==> config.mk <==
export PLATFORM = sky130hd
export DESIGN_NAME = exwb_writeback_stage
export DESIGN_NICKNAME = d
export VERILOG_FILES = /design/src/rtl/exwb_writeback_stage.sv
export SDC_FILE = /design/constraint.sdc
export NUM_CORES = 1
export LEC_CHECK = 0
export CAP_MARGIN = 20
export CORE_MARGIN = 2
export CORE_UTILIZATION = 55
export DETAILED_ROUTE_END_ITERATION = 8
export PLACE_DENSITY_LB_ADDON = 0.1
export SLEW_MARGIN = 10
export SYNTH_ARGS = -nofsm -noshare
export SYNTH_HDL_FRONTEND = slang
export SYNTH_SLANG_ARGS = --single-unit
==> constraint.sdc <==
create_clock -name clk -period 4.8 [get_ports clk]
set_input_delay 0.48 -clock clk [delete_from_list [all_inputs] [get_ports clk]]
set_output_delay 0.48 -clock clk [all_outputs]
set_load 0.02 [all_outputs]
==> src/rtl/exwb_writeback_stage.sv <==
// exwb_writeback_stage: EX/WB pipeline register, 8x8 register file commit and
// combinational ID read ports with write-through of the committing entry.
module exwb_writeback_stage #(
    parameter int DATA_WIDTH = 8,
    parameter int ADDR_WIDTH = 3
) (
    input  logic                  clk,
    input  logic                  reset,
    input  logic                  Stall,
    input  logic                  Flush,
    input  logic [ADDR_WIDTH-1:0] WriteRegister_EX,
    input  logic [DATA_WIDTH-1:0] WriteData_EX,
    input  logic                  WriteSignal_EX,
    input  logic [ADDR_WIDTH-1:0] ReadRegister1_ID,
    input  logic [ADDR_WIDTH-1:0] ReadRegister2_ID,
    output logic [DATA_WIDTH-1:0] ReadData1_ID,
    output logic [DATA_WIDTH-1:0] ReadData2_ID,
    output logic [ADDR_WIDTH-1:0] WriteRegister_EXWB,
    output logic [DATA_WIDTH-1:0] WriteData_EXWB,
    output logic                  WriteSignal_EXWB,
    output logic [7:0]            RetireCount
);
    localparam int NREG = 1 << ADDR_WIDTH;

    logic [ADDR_WIDTH-1:0] wr_q, wr_d;
    logic [DATA_WIDTH-1:0] wd_q, wd_d;
    logic                  ws_q, ws_d;
    logic [7:0]            cnt_q;
    logic [DATA_WIDTH-1:0] rf_q [NREG];
    logic                  commit;

    // A held entry commits once, when the stall releases or a flush pushes it out.
    assign commit = ws_q & (~Stall | Flush);

    always_comb begin
        wr_d = Flush ? '0   : Stall ? wr_q : WriteRegister_EX;
        wd_d = Flush ? '0   : Stall ? wd_q : WriteData_EX;
        ws_d = Flush ? 1'b0 : Stall ? ws_q : WriteSignal_EX;
    end

    always_ff @(posedge clk or posedge reset) begin
        if (reset) begin
            wr_q  <= '0;
            wd_q  <= '0;
            ws_q  <= 1'b0;
            cnt_q <= '0;
            for (int i = 0; i < NREG; i++) rf_q[i] <= '0;
        end else begin
            wr_q <= wr_d;
            wd_q <= wd_d;
            ws_q <= ws_d;
            if (commit) begin
                rf_q[wr_q] <= wd_q;
                cnt_q      <= cnt_q + 8'd1;
            end
        end
    end

    always_comb begin
        ReadData1_ID = (commit && ReadRegister1_ID == wr_q) ? wd_q : rf_q[ReadRegister1_ID];
        ReadData2_ID = (commit && ReadRegister2_ID == wr_q) ? wd_q : rf_q[ReadRegister2_ID];
    end

    assign WriteRegister_EXWB = wr_q;
    assign WriteData_EXWB     = wd_q;
    assign WriteSignal_EXWB   = ws_q;
    assign RetireCount        = cnt_q;
endmodule

* After elaboration in Yosys (flattened, before gate mapping)
Index checks and enable logic that the tools add are counted.
Operators by class: bitwise logic cells 6, muxes and demuxes 17, $add $sub $neg 1, equality and inequality tests 3, $lt $le $gt $ge 4, reduce and logical (&&, ||, !) cells 3
Operators with widths (number):
- $mux 8 | 9
- $bwmux 64 | 1
- $bmux 8 s3 | 2
- $demux 8 s3 | 1
- $ge 4x4->1 const B | 3
- $not 3->4 | 3
- $add 8x1->8 const B | 1
- $eq 3x3->1 | 2
- $mux 3 | 2
- $lt 4x1->1 const B | 1
- $logic_and 1x1->1 | 3
- $mux 1 | 2
- $ne 2x1->1 const B | 1
- $and 1x1->1 | 1
- $not 1->1 | 1
- $or 1x1->1 | 1
Storage, ports and cells: logic and storage cells 46, bits in registers 84, output and inout bits 36, input bits 22

* Depth between registers and ports, before layout
Gate-level depths: netlist of the first run.
depth in word-level cells 6, gate-level depth with buffers 6, depth with buffers taken out 4

* Worst setup path after synthesis of the first run
No wires, ideal clock.
path type input to output, start point input ReadRegister1_ID[1], end point output ReadData1_ID[7], stages on the path 5, arrival 1947 ps, setup slack 2373 ps, cell sequence clkbuf_1 clkbuf_1 mux4_2 mux2_2 mux2_2
On the way: longest elaborated chain between the ends 5
Ends and longest elaborated chain:
- from (decl) | line 14 | input logic [ADDR_WIDTH-1:0] ReadRegister1_ID,
- $not 3->4 (not written as such) | line 60 | ReadData1_ID = (commit && ReadRegister1_ID == wr_q) ? wd_q : rf_q[ReadRegister1_ID];
- $bmux 8 s3 | line 60
- $mux 8 (not written as such) (2 in series) | line 60
- $mux 8 (*) | line 60
- to (decl) | line 16 | output logic [DATA_WIDTH-1:0] ReadData1_ID,
Mark *: on every way between the ends. The rest lies on a longest branch, timed or not. The select of a mux whose other input is x is not followed.

* Worst setup path after layout of the first run
start point input ReadRegister1_ID[0], end point output ReadData1_ID[7]
Same word-level chain as after synthesis.

==> Flow_metrics.wiki, run 1 <==
{| class="wikitable"
! Metric !! Value
|-
| Result of the run || complete, no violations
|-
| Root cell of the clock tree || sky130_fd_sc_hd__clkbuf_8
|-
| HPWL after detailed placement || 6860 µm
|-
| First DRT Iteration DRCs || 90
|-
| Total clock sinks || 84
|-
| # H-tree levels || 3
|-
| Portion of the post-synthesis area used by sequential elements || roughly 45%
|-
| Fin. max-slew vios || 0
|-
| Synth cell count leaders || sky130_fd_sc_hd__mux2_2, sky130_fd_sc_hd__dfrtp_1, sky130_fd_sc_hd__mux4_1
|-
| Area share of the leading cell type in the synthesized netlist || between 40 and 50%
|-
| Shortest clock period the worst path allows after layout || between 3 and 4 ns
|-
| Router iterations before antenna repair || 4
|-
| Data required time of the critical path || ~4.3 ns
|-
| Clock Path Buffers || 2
|-
| Transition at the pin with the smallest max-transition slack || 0.913 ns
|-
| Post-synthesis average cell area || roughly 15 µm²
|-
| Wire length of the first global-routing pass || 16600 µm
|-
| Layout cells sized above 1 || roughly 36%
|-
| Overall fraction of global-route tracks in use || 23.1%
|-
| Min setup slack post-route || 1.06 ns
|-
| Number of nets produced by synthesis || 329
|-
| Setup repair after global routing missed its margin || false
|-
| Switching power || 491 µW
|-
| Library cells used by synthesis || 30
|-
| Leakage || 2.69 nW
|-
| Number of buffers inserted by post-CTS setup repair || 0
|-
| Area inside the core boundary || between 8000 and 9000 µm²
|-
| Async SR Flop Fraction || 100%
|-
| Overall via count from detail_route || about 2900
|-
| Pre-CTS setup slack || roughly 1.0 ns
|-
| Post-synthesis cell type with the largest combined area || sky130_fd_sc_hd__dfrtp_1
|-
| Type of the worst setup path || in2out
|-
| Part of the power in the clock network || a little over a quarter
|-
| Post-route cell area || 5530 µm²
|-
| Number of input and output port buffers inserted || 57
|-
| Total global routing overflow || 0
|-
| Highest attainable clock frequency || 267 MHz
|-
| Synthesis-to-finish area growth || 17.1%
|-
| Number of placed instances with taps included || 453
|-
| Hold violation count in the final report || 0
|-
| Post-DR vias/cell || 6.14
|-
| Largest net degree at the start of global routing || 44
|-
| Startpoint kind of the worst setup timing path || primary input
|-
| Flop and latch count out of synthesis || 84
|-
| Number of cells produced by synthesis || just over 300
|-
| Post-Route Skew || 0.0138 ns
|-
| Data arrival at the endpoint of the critical path || 3.26 ns
|-
| Sort of element at the end of the critical path || output pin
|-
| Final-report setup violation count || 0
|-
| Detail Route Antenna Nets || 0
|-
| Hold Buf Count CTS || 0
|-
| Setup TNS after final layout || 0 ns
|-
| Ranking of synthesized cells by area || sky130_fd_sc_hd__dfrtp_1, sky130_fd_sc_hd__mux2_2, sky130_fd_sc_hd__mux4_1
|-
| Total Routed Length || 10200 µm
|-
| Total internal power || 1.17 mW
|-
| Clock latency on the worst-skew pair || between 0.3 and 0.4 ns
|-
| Total of warnings raised by yosys || 0
|-
| Final cell count without fillers || about 470
|-
| Hold_ws || 0.468 ns
|-
| Final Core Density || 67.0%
|-
| Effective utilization at floorplan || 57.2%
|-
| Combinational share of power || 21.8%
|-
| Number of remaining DRC errors || 0
|-
| Cts repair resizes || 0
|-
| Clock-pin slew on the worst setup and hold paths || approximately 0.09 ns
|-
| Clock tree from TritonCTS || done
|-
| Antenna violations before repair || 0
|-
| Standard-cell rows || 33
|-
| Diode count || 0
|-
| Combined area of all synthesized cells || 4720 µm²
|-
| Most common cell in the netlist || sky130_fd_sc_hd__mux2_2
|-
| Power after layout || 1.67 mW
|-
| Power per unit of standard cell area || about 300 nW/µm²
|-
| Placer's final routability congestion estimate || 0.765
|-
| Placed Area || between 5000 and 6000 µm²
|-
| Number of nets in the finished design || 382
|-
| Largest fanout on the critical path || 10
|-
| Top FF cell, synth || sky130_fd_sc_hd__dfrtp_1
|-
| Worst voltage drop across the vdd grid || 0.237 mV
|-
| Sequential Power Share || 50.8%
|-
| Worst slew margin relative to its limit || 38.8%
|-
| Die Height || 96.6 µm
|-
| Ports placed on the boundary || 58
|-
| Number of CTS-inserted buffers || 9
|-
| Total of max-cap violations || 0
|-
| Count of flip-flops with a built-in enable after synthesis || 0
|-
| Final period util || 78.0%
|-
| Switching power as a share of total power || 29.5%
|-
| Detailed-route wire length per cell || 21.8 µm
|-
| Number of global-route vias before repair || 3069
|-
| Worst hold-check path type || reg2reg
|-
| Total die area || between 9000 and 10000 µm²
|-
| Horizontal die dimension || 96.6 µm
|}
-- path summary, 6_finish.rpt --
| kind | endpoint | cells past startpoint | slack [ns] | start |
|---|---|---|---|---|
| min in group asynchronous | rf_q[14]$_DFFE_PP0P_ | 2 | 0.56 | reset |
| setup reg to reg | rf_q[27]$_DFFE_PP0P_ | 3 | 2.72 | WriteSignal_EXWB$_DFFE_PP0P_ |
| setup / recovery | ReadData1_ID[7] | 6 | 1.06 | ReadRegister1_ID[0] |
| hold / removal | RetireCount[7]$_DFFE_PP0P_ | 1 | 0.47 | RetireCount[7]$_DFFE_PP0P_ |
| hold reg to reg | RetireCount[7]$_DFFE_PP0P_ | 1 | 0.47 | RetireCount[7]$_DFFE_PP0P_ |
| max in group asynchronous | rf_q[55]$_DFFE_PP0P_ | 3 | 3.23 | reset |
-- sequential cells by signal (all words and copies together), names as in the netlist --
register	count
WriteSignal_EXWB	1
rf_q	64
WriteData_EXWB	8
RetireCount	8
WriteRegister_EXWB	3
-- metal layers --
metal  wire (µm)  global-route usage [%]  part of all wire, %
met1        4510                    30.8                   44
met2        5150                    39.1                   50
met3         420                    4.19                  4.1
met4         161                    6.39                  1.6
met5           0                       0                    0
-- kinds of logic after synthesis --
kind of cell    Yosys count  synth area share (%)
mux                     140                  43.7
flops                    84                  44.5
simple gates             37                  4.77
buf+inv                  29                  3.79
xor+xnor                 13                  2.41
compound gates            2                 0.504
fa+ha+maj                 1                 0.265
-- layout by cell type (no fill, tap or decap) --
master	netlist	final
sky130_fd_sc_hd__or4b_1	2	2
sky130_fd_sc_hd__nand2_1	7	7
sky130_fd_sc_hd__clkdlybuf4s50_1	0	57
sky130_fd_sc_hd__mux4_2	2	2
sky130_fd_sc_hd__nor3_2	1	1
sky130_fd_sc_hd__o21ai_4	1	1
sky130_fd_sc_hd__mux2_2	88	88
sky130_fd_sc_hd__nand3_1	3	3
sky130_fd_sc_hd__inv_6	0	2
sky130_fd_sc_hd__nand4b_1	2	2
sky130_fd_sc_hd__clkinv_2	0	3
sky130_fd_sc_hd__nor2_1	13	13
sky130_fd_sc_hd__nand3b_1	1	1
sky130_fd_sc_hd__and4_1	1	1
sky130_fd_sc_hd__xor2_1	8	8
sky130_fd_sc_hd__inv_2	1	1
sky130_fd_sc_hd__clkbuf_8	0	9
sky130_fd_sc_hd__o21a_1	1	1
sky130_fd_sc_hd__ha_1	1	1
sky130_fd_sc_hd__dfrtp_1	84	84
sky130_fd_sc_hd__clkinvlp_4	0	2
sky130_fd_sc_hd__mux2_4	8	8
sky130_fd_sc_hd__xnor2_1	5	5
sky130_fd_sc_hd__buf_12	2	1
sky130_fd_sc_hd__mux2i_1	12	12
sky130_fd_sc_hd__nor3_1	2	2
sky130_fd_sc_hd__buf_4	1	11
sky130_fd_sc_hd__nor4_4	2	2
sky130_fd_sc_hd__clkinv_4	0	1
sky130_fd_sc_hd__nand4_1	3	3
sky130_fd_sc_hd__mux4_1	30	30
-- power groups by stage --
stage / registers, mW / clock network (mW) / logic (mW)
6_report: 0.846 / 0.456 / 0.362
3_3_place_gp: 0.854 / 0 / 0.358
3_5_place_dp: 0.859 / 0 / 0.365
2_1_floorplan: 0.855 / 0 / 0.228
4_1_cts: 0.846 / 0.467 / 0.367
5_1_grt: 0.859 / 0.501 / 0.391
-- worst max-delay path, cell delays in order --
cell                              delay, ns
sky130_fd_sc_hd__clkdlybuf4s50_1       0.88
sky130_fd_sc_hd__buf_4                 0.28
sky130_fd_sc_hd__mux4_1                0.56
sky130_fd_sc_hd__mux2_2                0.27
sky130_fd_sc_hd__mux2_2                0.26
sky130_fd_sc_hd__clkdlybuf4s50_1       0.53
-- layout make-up --
cell class	instances	area, µm²
Clock buffer	9	124
Clock inverter	7	51.3
Fill cell	610	2730
Tap cell	105	131
Sequential cell	84	2100
Multi-Input combinational cell	193	2440
Timing Repair Buffer	69	673
Inverter	2	8.76
Note: power is estimated with default switching activity, not from simulation.
==> inputs of run 2 (changes only) <==
CORE_UTILIZATION = 51   (was 55)
clock period = 3.1 ns   (was 4.8 ns; I/O delays follow)
==> run 2 against run 1 <==
Net effect:
- clock power rose by 90%
- sequential power rose by 55%
- worst hold slack got worse by 0.14 ns
- critical path type unchanged
- largest power group unchanged
==> Flow_metrics.wiki, run 2 (synthesized netlist as in run 1, its figures left out) <==
{| class="wikitable"
! Metric !! Value
|-
| Result of the run || complete, no violations
|-
| Worst R2R Start || WriteSignal_EXWB$_DFFE_PP0P_
|-
| Data arrival at the endpoint of the critical path || 2.66 ns (-0.60 ns)
|-
| Reg2reg path depth || 4 (+1)
|-
| Largest net degree at the start of global routing || 53 (+20%)
|-
| Wire length of the first global-routing pass || 16400 µm (-1.4%)
|-
| Total Routed Length || 10500 µm (+2.4%)
|-
| Critical path buffers and inverters || 3 (unchanged)
|-
| Worst hold-check path type || in2async
|-
| Worst slew margin relative to its limit || 53.2% (+14 points)
|-
| Number of remaining DRC errors || 0 (unchanged)
|-
| Area inside the core boundary || 9110 µm² (+10%)
|-
| Post-DR vias/cell || 5.97 (-2.8%)
|-
| Number of nets in the finished design || 391 (+2.4%)
|-
| Type of the worst setup path || in2out
|-
| Setup TNS after final layout || 0 ns (unchanged)
|-
| R2r endpoint || rf_q[28]$_DFFE_PP0P_
|-
| Master of the slowest instance on the critical path || sky130_fd_sc_hd__mux4_1
|-
| Part of the power in the clock network || 31.5% (+4.1 points)
|-
| Ports placed on the boundary || 58 (unchanged)
|-
| Die Height || 100 µm (+3.7%)
|-
| Total internal power || 2.00 mW (+71%)
|-
| Data required time of the critical path || 2.79 ns (-1.53 ns)
|-
| Final cell count without fillers || 484 (+3.2%)
|-
| Most frequent standard cell in the layout excluding fill and tap cells || sky130_fd_sc_hd__mux2_2
|-
| Number of buffers inserted by post-CTS setup repair || 0 (unchanged)
|-
| Highest attainable clock frequency || around 340 MHz
|-
| Antenna violations before repair || 0 (unchanged)
|-
| Power per unit of standard cell area || 482 nW/µm² (+60%)
|-
| Switching power as a share of total power || 27.0% (-2.5 points)
|-
| Combinational share of power || 20.8% (-1.0 points)
|-
| Total die area || 10000 µm² (+7.5%)
|-
| Synthesis-to-finish area growth || 20.4%
|-
| Pre-CTS setup slack || 0.119 ns (-0.926 ns)
|-
| Largest reg by FF count || rf_q
|-
| Final period util || 95.9%
|-
| Transition at the pin with the smallest max-transition slack || 0.702 ns (-0.211 ns)
|-
| Overall via count from detail_route || 2891 (+0.31%)
|-
| Root cell of the clock tree || sky130_fd_sc_hd__clkbuf_8
|-
| Max reg flops || 64 (unchanged)
|-
| Storage element area || 2100 µm² (unchanged)
|-
| Min setup slack post-route || 0.129 ns (-0.927 ns)
|-
| Horizontal die dimension || 100 µm (+3.7%)
|-
| Detailed-route wire length per cell || 21.7 µm (-0.74%)
|-
| Hold violation count in the final report || 0 (unchanged)
|-
| Ordered list of cells on the worst path || clkdlybuf4s50_1 -> buf_12 -> mux4_1 -> mux2_2 -> mux2_2 -> clkdlybuf4s50_1
|-
| Detail Route Antenna Nets || 0 (unchanged)
|-
| Cts repair resizes || 0 (unchanged)
|-
| Standard-cell rows || 35 (+6.1%)
|-
| Number of placed instances with taps included || 468 (+3.3%)
|-
| Total clock sinks || 84 (unchanged)
|-
| Largest fanout on the critical path || 17 (+7)
|-
| # H-tree levels || 3 (unchanged)
|-
| Post-Route Skew || 0.00950 ns (-0.00431 ns)
|-
| Clock tree from TritonCTS || done
|-
| Flop-to-flop setup slack || 0.98 ns (-1.74 ns)
|-
| Total of max-cap violations || 0 (unchanged)
|-
| Router iterations before antenna repair || 5 (+1)
|-
| Leakage || 2.77 nW (+3.1%)
|-
| Critical Path Max Stage Delay || 0.56 ns (-0.32 ns)
|-
| Sort of element at the end of the critical path || output pin
|-
| Combined area of the multi-input logic cells || 2440 µm² (unchanged)
|-
| Clock-pin slew on the worst setup and hold paths || 0.08 ns (about the same)
|-
| FILL cells || 708 (+16%)
|-
| Switching power || 740 µW (+51%)
|-
| Commonest non-fill, non-tap cells in the layout || sky130_fd_sc_hd__mux2_2, sky130_fd_sc_hd__dfrtp_1, sky130_fd_sc_hd__clkdlybuf4s50_1
|-
| Diode count || 0 (unchanged)
|-
| Layout cells sized above 1 || 37.5% (+1.3 points)
|-
| Startpoint kind of the worst setup timing path || primary input
|-
| First DRT Iteration DRCs || 93 (+3.3%)
|-
| Setup repair after global routing missed its margin || false
|-
| Overall fraction of global-route tracks in use || 22.3% (-0.77 points)
|-
| Clock latency on the worst-skew pair || 0.35 ns (about the same)
|-
| Worst voltage drop across the vdd grid || 0.471 mV (+99%)
|-
| Effective utilization at floorplan || 51.8% (-5.3 points)
|-
| Clock Path Buffers || 2 (unchanged)
|-
| Hold Buf Count CTS || 0 (unchanged)
|-
| Hold_ws || 0.330 ns (-0.138 ns)
|-
| Shortest clock period the worst path allows after layout || 2.97 ns
|-
| Final-report setup violation count || 0 (unchanged)
|-
| Dominant delay contributor by cell family on the critical path || buffers and inverters
|-
| Total global routing overflow || 0 (unchanged)
|-
| HPWL after detailed placement || 6910 µm (+0.79%)
|-
| Sequential Power Share || 47.7% (-3.1 points)
|-
| Number of global-route vias before repair || 2984 (-2.8%)
|-
| Number of input and output port buffers inserted || 57 (unchanged)
|-
| Placer's final routability congestion estimate || 0.792 (+3.5%)
|-
| Number of CTS-inserted buffers || 9 (unchanged)
|-
| Fin. max-slew vios || 0 (unchanged)
|}
[run 2: worst max-delay path by stage]
stage | slack (ns) | to | cells past startpoint | start
3_5_place_dp | 0.12 | ReadData2_ID[3] | 6 | ReadRegister2_ID[0]
6_report | 0.13 | ReadData2_ID[4] | 6 | ReadRegister2_ID[0]
4_1_cts | 0.11 | ReadData2_ID[3] | 6 | ReadRegister2_ID[0]
2_1_floorplan | 0.62 | RetireCount[0]$_DFFE_PP0P_ | 1 | reset
3_3_place_gp | 0.12 | ReadData2_ID[4] | 6 | ReadRegister2_ID[0]
5_1_grt | 0.01 | ReadData2_ID[2] | 5 | WriteRegister_EXWB[1]$_DFFE_PP0P_
[run 2: metrics by stage]
step,area [µm²],power (mW),utilization [%]
floorplan,4720,1.68,-
global placement,5470,1.89,60.0
detailed placement,5470,1.90,60.0
CTS,5680,2.76,62.4
global route,5680,2.86,62.4
finish,5680,2.74,62.4
[run 2: final cells by class]
type                    count  share of cell area (%)
inverters                   2                   0.154
clock buffers              11                    2.49
clock inverters             5                    1.32
well taps                 111                    2.44
flip-flops and latches     84                    37.0
repair buffers             78                    13.7
multi-input cells         193                    42.9
[run 2: power groups by stage]
| stage | registers [mW] | clock network [mW] | logic (mW) |
|---|---|---|---|
| after global placement | 1.32 | 0 | 0.568 |
| after global routing | 1.33 | 0.921 | 0.610 |
| after detailed placement | 1.33 | 0 | 0.574 |
| after CTS | 1.31 | 0.879 | 0.577 |
| final | 1.31 | 0.865 | 0.569 |
| after floorplan | 1.32 | 0 | 0.353 |
[run 2: layer usage]
layer	routed length [µm]	track usage (%)	vias to the layer above	share of wire, %
li1	-	-	1294	-
met1	4750	29.9	1515	45
met2	5270	37.6	73	50
met3	353	3.97	9	3.4
met4	129	6.11	0	1.2
met5	0	0	-	0
==> inputs of run 3 (changes only) <==
SKIP_CTS_REPAIR_TIMING = 1   (was not set)
==> results of run 3 <==
Same layout as run 2: the final DEF is identical, and so are final timing and power.
